[src/rtl/vga_pattern_gen.sv]
// vga_pattern_gen: VGA timing generator with four selectable test patterns.
// Ports: pclk/rst (sync, active-high); mode, fg_rgb pattern controls (latched at frame start);
//        hs, vs, de, red/green/blue, frame_start, frame_cnt: all registered, 1-cycle latency.
module vga_pattern_gen #(
  parameter int   H_ACTIVE   = 800,
  parameter int   H_FP       = 56,
  parameter int   H_SYNC     = 120,
  parameter int   H_BP       = 64,
  parameter int   V_ACTIVE   = 600,
  parameter int   V_FP       = 37,
  parameter int   V_SYNC     = 6,
  parameter int   V_BP       = 23,
  parameter logic HS_POL     = 1'b1,
  parameter logic VS_POL     = 1'b1,
  parameter int   COLOR_W    = 4,
  parameter int   CHK_LOG2   = 5,
  parameter int   GRAD_SHIFT = 4
) (
  input  logic                   pclk,
  input  logic                   rst,
  input  logic [1:0]             mode,
  input  logic [3*COLOR_W-1:0]   fg_rgb,
  output logic                   hs,
  output logic                   vs,
  output logic                   de,
  output logic [COLOR_W-1:0]     red,
  output logic [COLOR_W-1:0]     green,
  output logic [COLOR_W-1:0]     blue,
  output logic                   frame_start,
  output logic [15:0]            frame_cnt
);

  localparam int H_TOTAL = H_ACTIVE + H_FP + H_SYNC + H_BP;
  localparam int V_TOTAL = V_ACTIVE + V_FP + V_SYNC + V_BP;

  // Counters are wide enough for the totals, the checker bit and the gradient slice.
  localparam int HW0 = $clog2(H_TOTAL);
  localparam int HW1 = (HW0 > CHK_LOG2) ? HW0 : CHK_LOG2 + 1;
  localparam int HW  = (HW1 >= COLOR_W) ? HW1 : COLOR_W;
  localparam int VW0 = $clog2(V_TOTAL);
  localparam int VW  = (VW0 > CHK_LOG2) ? VW0 : CHK_LOG2 + 1;

  localparam int BAR_W = (H_ACTIVE / 8 > 0) ? H_ACTIVE / 8 : 1;

  localparam logic [HW-1:0] H_LAST   = HW'(H_TOTAL - 1);
  localparam logic [HW-1:0] H_ACT_L  = HW'(H_ACTIVE);
  localparam logic [HW-1:0] H_SS     = HW'(H_ACTIVE + H_FP);
  localparam logic [HW-1:0] H_SE     = HW'(H_ACTIVE + H_FP + H_SYNC);
  localparam logic [HW-1:0] BAR_WL   = HW'(BAR_W);
  localparam logic [HW-1:0] BAR_MAX  = HW'(7);
  localparam logic [VW-1:0] V_LAST   = VW'(V_TOTAL - 1);
  localparam logic [VW-1:0] V_ACT_L  = VW'(V_ACTIVE);
  localparam logic [VW-1:0] V_SS     = VW'(V_ACTIVE + V_FP);
  localparam logic [VW-1:0] V_SE     = VW'(V_ACTIVE + V_FP + V_SYNC);

  // ST_INIT holds the counters at (0,0) for one edge after reset so the
  // shadow registers are loaded before pixel (0,0) is produced, exactly as
  // they are on a normal end-of-frame wrap.
  typedef enum logic {ST_INIT = 1'b0, ST_RUN = 1'b1} state_t;

  state_t                 state;
  state_t                 state_nxt;
  logic                   running;
  logic                   load_shadow;
  logic                   at_last;

  logic [HW-1:0]          h_cnt;
  logic [VW-1:0]          v_cnt;
  logic [1:0]             mode_sh;
  logic [3*COLOR_W-1:0]   fg_sh;

  logic                   active;
  logic [HW-1:0]          bar_q;
  logic [2:0]             bar_idx;
  logic [COLOR_W-1:0]     grad;
  logic [3*COLOR_W-1:0]   pix;
  logic                   hs_nxt;
  logic                   vs_nxt;

  // State register
  always_ff @(posedge pclk) begin
    if (rst) state <= ST_INIT;
    else     state <= state_nxt;
  end

  // Next-state logic
  always_comb begin
    state_nxt = state;
    case (state)
      ST_INIT: state_nxt = ST_RUN;
      ST_RUN:  state_nxt = ST_RUN;
      default: state_nxt = ST_INIT;
    endcase
  end

  // FSM outputs
  always_comb begin
    running     = 1'b0;
    load_shadow = 1'b0;
    case (state)
      ST_INIT: load_shadow = 1'b1;
      ST_RUN: begin
        running     = 1'b1;
        load_shadow = at_last;
      end
      default: ;
    endcase
  end

  assign at_last = (h_cnt == H_LAST) && (v_cnt == V_LAST);

  // Raster counters
  always_ff @(posedge pclk) begin
    if (rst) begin
      h_cnt <= '0;
      v_cnt <= '0;
    end else if (running) begin
      if (h_cnt == H_LAST) begin
        h_cnt <= '0;
        if (v_cnt == V_LAST) v_cnt <= '0;
        else                 v_cnt <= v_cnt + VW'(1);
      end else begin
        h_cnt <= h_cnt + HW'(1);
      end
    end
  end

  // Frame counter and pattern shadows, both tied to the frame wrap
  always_ff @(posedge pclk) begin
    if (rst) begin
      frame_cnt <= '0;
      mode_sh   <= '0;
      fg_sh     <= '0;
    end else begin
      if (running && at_last) frame_cnt <= frame_cnt + 16'd1;
      if (load_shadow) begin
        mode_sh <= mode;
        fg_sh   <= fg_rgb;
      end
    end
  end

  // Pixel generation from the current counter state
  always_comb begin
    active  = running && (h_cnt < H_ACT_L) && (v_cnt < V_ACT_L);
    bar_q   = h_cnt / BAR_WL;
    bar_idx = (bar_q > BAR_MAX) ? 3'd7 : bar_q[2:0];
    grad    = COLOR_W'(h_cnt >> GRAD_SHIFT);
    pix     = '0;
    case (mode_sh)
      2'd0: pix = fg_sh;
      2'd1: pix = {{COLOR_W{bar_idx[2]}}, {COLOR_W{bar_idx[1]}}, {COLOR_W{bar_idx[0]}}};
      2'd2: pix = (h_cnt[CHK_LOG2] ^ v_cnt[CHK_LOG2]) ? '0 : fg_sh;
      2'd3: pix = {grad, grad, grad};
      default: pix = '0;
    endcase
    if (!active) pix = '0;
    hs_nxt = (running && (h_cnt >= H_SS) && (h_cnt < H_SE)) ? HS_POL : ~HS_POL;
    vs_nxt = (running && (v_cnt >= V_SS) && (v_cnt < V_SE)) ? VS_POL : ~VS_POL;
  end

  // Output register: every output sees the same counter snapshot
  always_ff @(posedge pclk) begin
    if (rst) begin
      hs          <= ~HS_POL;
      vs          <= ~VS_POL;
      de          <= 1'b0;
      red         <= '0;
      green       <= '0;
      blue        <= '0;
      frame_start <= 1'b0;
    end else begin
      hs          <= hs_nxt;
      vs          <= vs_nxt;
      de          <= active;
      red         <= pix[3*COLOR_W-1:2*COLOR_W];
      green       <= pix[2*COLOR_W-1:COLOR_W];
      blue        <= pix[COLOR_W-1:0];
      frame_start <= running && (h_cnt == '0) && (v_cnt == '0);
    end
  end

endmodule
[config.mk]
export PLATFORM = sky130hd
export DESIGN_NAME = vga_pattern_gen
export DESIGN_NICKNAME = d
export VERILOG_FILES = /design/src/rtl/vga_pattern_gen.sv
export SDC_FILE = /design/constraint.sdc
export NUM_CORES = 1
export LEC_CHECK = 0
export BUFFER_PORTS_ARGS = -buffer_cell sky130_fd_sc_hd__buf_2
export CAP_MARGIN = 20
export CORE_MARGIN = 4
export CORE_UTILIZATION = 52
export DETAILED_ROUTE_END_ITERATION = 8
export GPL_TIMING_DRIVEN = 0
export PLACE_DENSITY = 0.74
export REMOVE_ABC_BUFFERS = 1
export SYNTH_ARGS = -nofsm -noshare
export SYNTH_HDL_FRONTEND = slang
export SYNTH_SLANG_ARGS = --single-unit
[constraint.sdc]
create_clock -name pclk -period 4.1 [get_ports pclk]
set_clock_uncertainty 0.1 [all_clocks]
set_input_delay 0.41 -clock pclk [delete_from_list [all_inputs] [get_ports pclk]]
set_output_delay 0.41 -clock pclk [all_outputs]
set_load 0.005 [all_outputs]
# Word-level counts from Yosys, hierarchy flattened
# Index checks and enable logic that the tools add are counted.
# Widths: inputs -> output; s select.
dict set report word_totals {
  register_bits 68
  in_bits 16
  wordCells 57
}
dict set report op_classes {
  n_addsub 3
  div_mod_pow 1
  magnitude_cmp 7
  eq_ne 5
  n_mux 10
  n_bitwise 3
  n_reduce_logical 15
}
# op count
set op_table {}
lappend op_table {{$pmux 12 s4} 1}
lappend op_table {{$lt 11x10->1 const B} 2}
lappend op_table {{$lt 10x10->1 const B} 2}
lappend op_table {{$add 16x1->16 const B} 1}
lappend op_table {{$mux 12} 1}
lappend op_table {{$add 11x1->11 const B} 1}
lappend op_table {{$div 11x7->11 const B} 1}
lappend op_table {{$eq 11x11->1 const B} 1}
lappend op_table {{$ge 11x10->1 const B} 1}
lappend op_table {{$gt 11x3->1 const B} 1}
lappend op_table {{$logic_not 11->1} 1}
lappend op_table {{$mux 11} 1}
lappend op_table {{$add 10x1->10 const B} 1}
lappend op_table {{$eq 10x10->1 const B} 1}
lappend op_table {{$ge 10x10->1 const B} 1}
lappend op_table {{$logic_and 1x1->1} 10}
lappend op_table {{$logic_not 10->1} 1}
lappend op_table {{$mux 10} 1}
lappend op_table {{$eq 2x2->1 const B} 2}
lappend op_table {{$mux 1} 4}
lappend op_table {{$mux 3} 1}
lappend op_table {{$eq 2x1->1 const B} 1}
lappend op_table {{$logic_not 2->1} 1}
lappend op_table {{$not 1->1} 2}
lappend op_table {{other kinds (4)} 4}

# Longest topological paths before layout
dict set report logic_depth {
  word_depth 5
  depth_mapped 12
  depth_no_buf 9
}

# Worst setup path before layout
# Ideal clock, no wire load.
dict set report synth_path {
  path_type {register to register}
  start {register h_cnt[10]}
  end {register blue[1]}
  setup_time_ps 117
  arrival_ps 2774
  t_required_ps 3883
  slack_ps 1109
  stages_incl_launch_ff 11
  n_path_buf 1
  cell_sequence {dfxtp_1 > buf_2 > nor4_1 > o31ai_4 > a2111oi_0 > a211oi_1 > a22oi_1 > mux2_1 > o21ai_1 > nand4b_1 > a32o_1}
}
dict set report synth_between {
  elab_chain_len 5
  word_cells_on_any_way 9
  classes_between {div: 1; order compare: 2; mux: 2; bitwise: 1; reduce/logical: 3}
}
# element line
set synth_lines {}
lappend synth_lines {{start, declared} 67} ;# logic [HW-1:0] h_cnt;
lappend synth_lines {{start signal, assigned} 123} ;# h_cnt <= h_cnt + HW'(1);
lappend synth_lines {{branches (longest 5 deep; another with $div 11x7->11)} n/a}
lappend synth_lines {{end signal, assigned} 178} ;# blue <= pix[COLOR_W-1:0];
lappend synth_lines {{end, declared} 28} ;# output logic [COLOR_W-1:0] blue,
# Parallel ways; which one is timed is not known.
# A chain may end at the register's enable or synchronous reset.

# Final worst setup path
dict set report layout_path {
  start {register h_cnt[6]}
  end {register blue[1]}
}
# The elaborated chain is that of the path after synthesis.

==> run_results.csv <==
group,metric,value,unit
run_status,status,"complete, no violations",
finish,drive_gt1_share,16.4,%
sta,setup_tns,0,ns
synthesis,synth-compound-area-share,19.3,%
synthesis,synthCells,461,
power,irDropWorstVdd,0.184,mV
global_route,track_usage,21.0,%
clocking,cts_setup_buffers,0,
clocking,cts_sinks,68,
placement,gp_congestion,0.911,
detailed_routing,dr.pass1.iters,5,
detailed_routing,route.met2.wl,4280,um
die,ios,48,
detailed_routing,first_iter_violations,176,
synthesis,synth_warnings,0,
critical_path,reg2reg_to,"blue[1]",
synthesis,synth-main-ff-cell,"dfxtp_1",
critical_path,critical_path.startpoint_type,"flip-flop",
clocking,clk_path_buf_depth,2,
synthesis,synthArstFlopShare,0,%
synthesis,synth_adder_area_share,2.54,%
sta,drv_slew,0,
die,rows,31,
clocking,htreeDepth,3,
synthesis,syn_area_per_cell,8.33,um2
synthesis,synth.top_cells.by_count,"68 x dfxtp_1, 63 x nor2_1, 40 x nand2_1, 23 x a21oi_1, 19 x nand3_1",
synthesis,synth.most_common_cell,"dfxtp_1",
synthesis,synth.cell_area,0.00384,mm2
synthesis,synth-edff-count,0,
placement,numPortBuffers,47,
finish,area_growth_syn_to_layout,11.1,%
sta,setup_ws,0.336,ns
die,core,0.00721,mm2
critical_path,setup.worst_path.start,"h_cnt[6]",
global_route,grt_pass1_wl,15100,um
detailed_routing,top_layer,"met4",
die,dieArea,0.00883,mm2
finish,seq_area,0.00136,mm2
critical_path,path_max_fanout,20,
global_route,grt_start_max_net_pins,34,
clocking,numCtsBuffers,9,
synthesis,synthSimpleGateAreaFrac,25.9,%
die,dieWidth,94.0,um
global_route,grt-ovfl-total,0,
sta,period_minus_slack,3.76,ns
finish,nNetsFinal,513,
synthesis,synthMuxAreaShare,4.72,%
die,die_y,94.0,um
sta,post-route-period-util,91.8,%
sta,fmax,266,MHz
clocking,cts_tree,"built",
critical_path,timing.rr.start,"h_cnt[6]",
hold_path,hold_class,"input port to flip-flop",
critical_path,reg2reg_slack,0.34,ns
die,start_util,53.3,%
detailed_routing,finalWirelength,8900,um
global_route,grt_pass1_vias,3246,
critical_path,critPathCaptureType,"flip-flop",
placement,dp_slack,0.372,ns
power,power.density,311,mW/mm2
power,total_power,1330,uW
flow_run,maxCapViolCount,0,
sta,setup_viol,0,
synthesis,synth-seq-cells,68,
sta,rsz0062_at_grt,"no",
sta,maxSlewHeadroom,40.6,%
critical_path,crit_arrival,3.89,ns
placement,dp_hpwl,6200,um
synthesis,synth_top_family_by_area,"simple AND/OR/NAND/NOR gates",
detailed_routing,drt-met1-wl,4000,um
synthesis,yosysUniqueCellTypes,76,
detailed_routing,route.detailed.drc,0,
clocking,clk_latency,0.34,ns
synthesis,synth_xor_area_share,7.07,%
critical_path,endpoint,"blue[1]",
detailed_routing,viasPerCell,5.80,
synthesis,synth_area_leaders,"dfxtp_1 35%, nor2_1 6.2%, mux2i_1 4.4%",
clocking,clk_pin_slew,0.08,ns
detailed_routing,route.met3.wl,512,um
critical_path,reg2reg_depth,9,
critical_path,crit_type,"flip-flop to flip-flop",
detailed_routing,wl_per_cell,15.0,um
global_route,antenna_found_initial,0,
critical_path,required,4.23,ns
clocking,clockRootBuffer,"clkbuf_8",
power,p_leak,0.00172,uW
finish,antenna_cells,0,
synthesis,synth_top_area_share,35.4,%
finish,multi_input_area,0.00229,mm2
detailed_routing,dr_total_vias,3447,
sta,tightest_slew,0.891,ns
finish,fillers,679,
detailed_routing,ant_nets,0,
sta,finalHoldViolations,0,
synthesis,ys_seq_area_share,35.4,%
synthesis,synth_top_cell_by_area,"dfxtp_1",
area by class of cell:
class                      instances  share of cell area [%]
multi-input combinational        348                    53.6
sequential                        68                    31.9
timing repair buffer              47                    5.51
clock buffer                       9                    2.90
tap                               99                    2.90
clock inverter                     7                    1.76
inverter                          16                    1.41
per-layer routing:
metal | track usage, % | vias up
li1 | - | 1700
met1 | 26.8 | 1625
met2 | 35.2 | 111
met3 | 4.57 | 11
met4 | 6.62 | 0
met5 | 0 | -
worst min path at each step:
stage               from  endpoint  slack, ns  cells past startpoint
2_1_floorplan   fg_sh[6]  green[2]       0.34                      2
3_3_place_gp    fg_sh[6]  green[2]       0.35                      2
3_5_place_dp    fg_sh[6]  green[2]       0.36                      2
4_1_cts        fg_rgb[7]  fg_sh[7]       0.19                      3
5_1_grt        fg_rgb[5]  fg_sh[5]       0.20                      3
6_report       fg_rgb[7]  fg_sh[7]       0.21                      3
placed cells by master (no fill, tap or decap), types with 3 or more instances in the layout:
master	Yosys	routed
dfxtp_1	68	67
nor2_1	63	63
buf_2	11	47
nand2_1	40	40
a21oi_1	23	23
nand3_1	19	19
mux2i_1	17	17
xor2_1	16	16
inv_1	15	15
xnor2_1	15	15
o21ai_0	13	13
or3_1	9	9
clkbuf_8	0	9
nand4_1	8	8
nor3_1	8	8
nor2b_1	8	8
ha_1	7	7
a31oi_1	6	6
nand2b_1	5	5
nor4_1	5	5
and2_1	5	5
and3_1	5	5
o21ai_1	5	5
a32o_1	4	4
o211ai_1	4	4
a211oi_1	4	4
a221o_1	3	3
a22oi_1	3	3
a2111oi_0	3	3
clkinvlp_4	0	3
state kept, by name (all words and copies together), names as in the netlist:
signal       flops
de               1
mode_sh          2
fg_sh           12
state            1
green            4
v_cnt           10
red              4
frame_start      1
hs               1
blue             4
h_cnt           11
frame_cnt       16
vs               1
through the flow:
stage	utilization [%]	cells	hold WS, ns	instance area [um2]
global route	59.2	594	0.200	4270
CTS	59.1	594	0.194	4270
finish	59.2	594	0.205	4270
global placement	56.4	578	0.351	4070
detailed placement	56.4	578	0.356	4070
floorplan	-	432	0.336	3710
what timing repair did:
item                                    CTS  global route
endpoints found under the setup margin    0             1
gates resized for setup                   0             1
hold buffers                              0             0
cells by family (layout without fill, tap and decap cells):
logic type                 Yosys count  count (layout)
AOI/OAI and AO/OA                   97              97
xor gates and xnor gates            31              31
adders and majority gates            8               8
buffers and inverters               45              79
DFF                                 68              68
muxes                               18              18
and+or+nand+nor                    194             194
critical path, cell delays in order, from the launching register on:
cell,delay [ns]
dfxtp_1,0.81
nor3_1,0.20
o31ai_4,0.44
o2111a_1,0.41
o221ai_1,0.21
a22oi_1,0.24
mux2_1,0.34
o21ai_1,0.44
nand4b_1,0.17
a32o_1,0.28
report_power, final:
group | internal, uW | switching [uW]
sequential | 677 | 13.3
clock | 283 | 271
combinational | 35.0 | 46.6
total | 994 | 331
No activity file was read; power rests on OpenSTA's default activity.
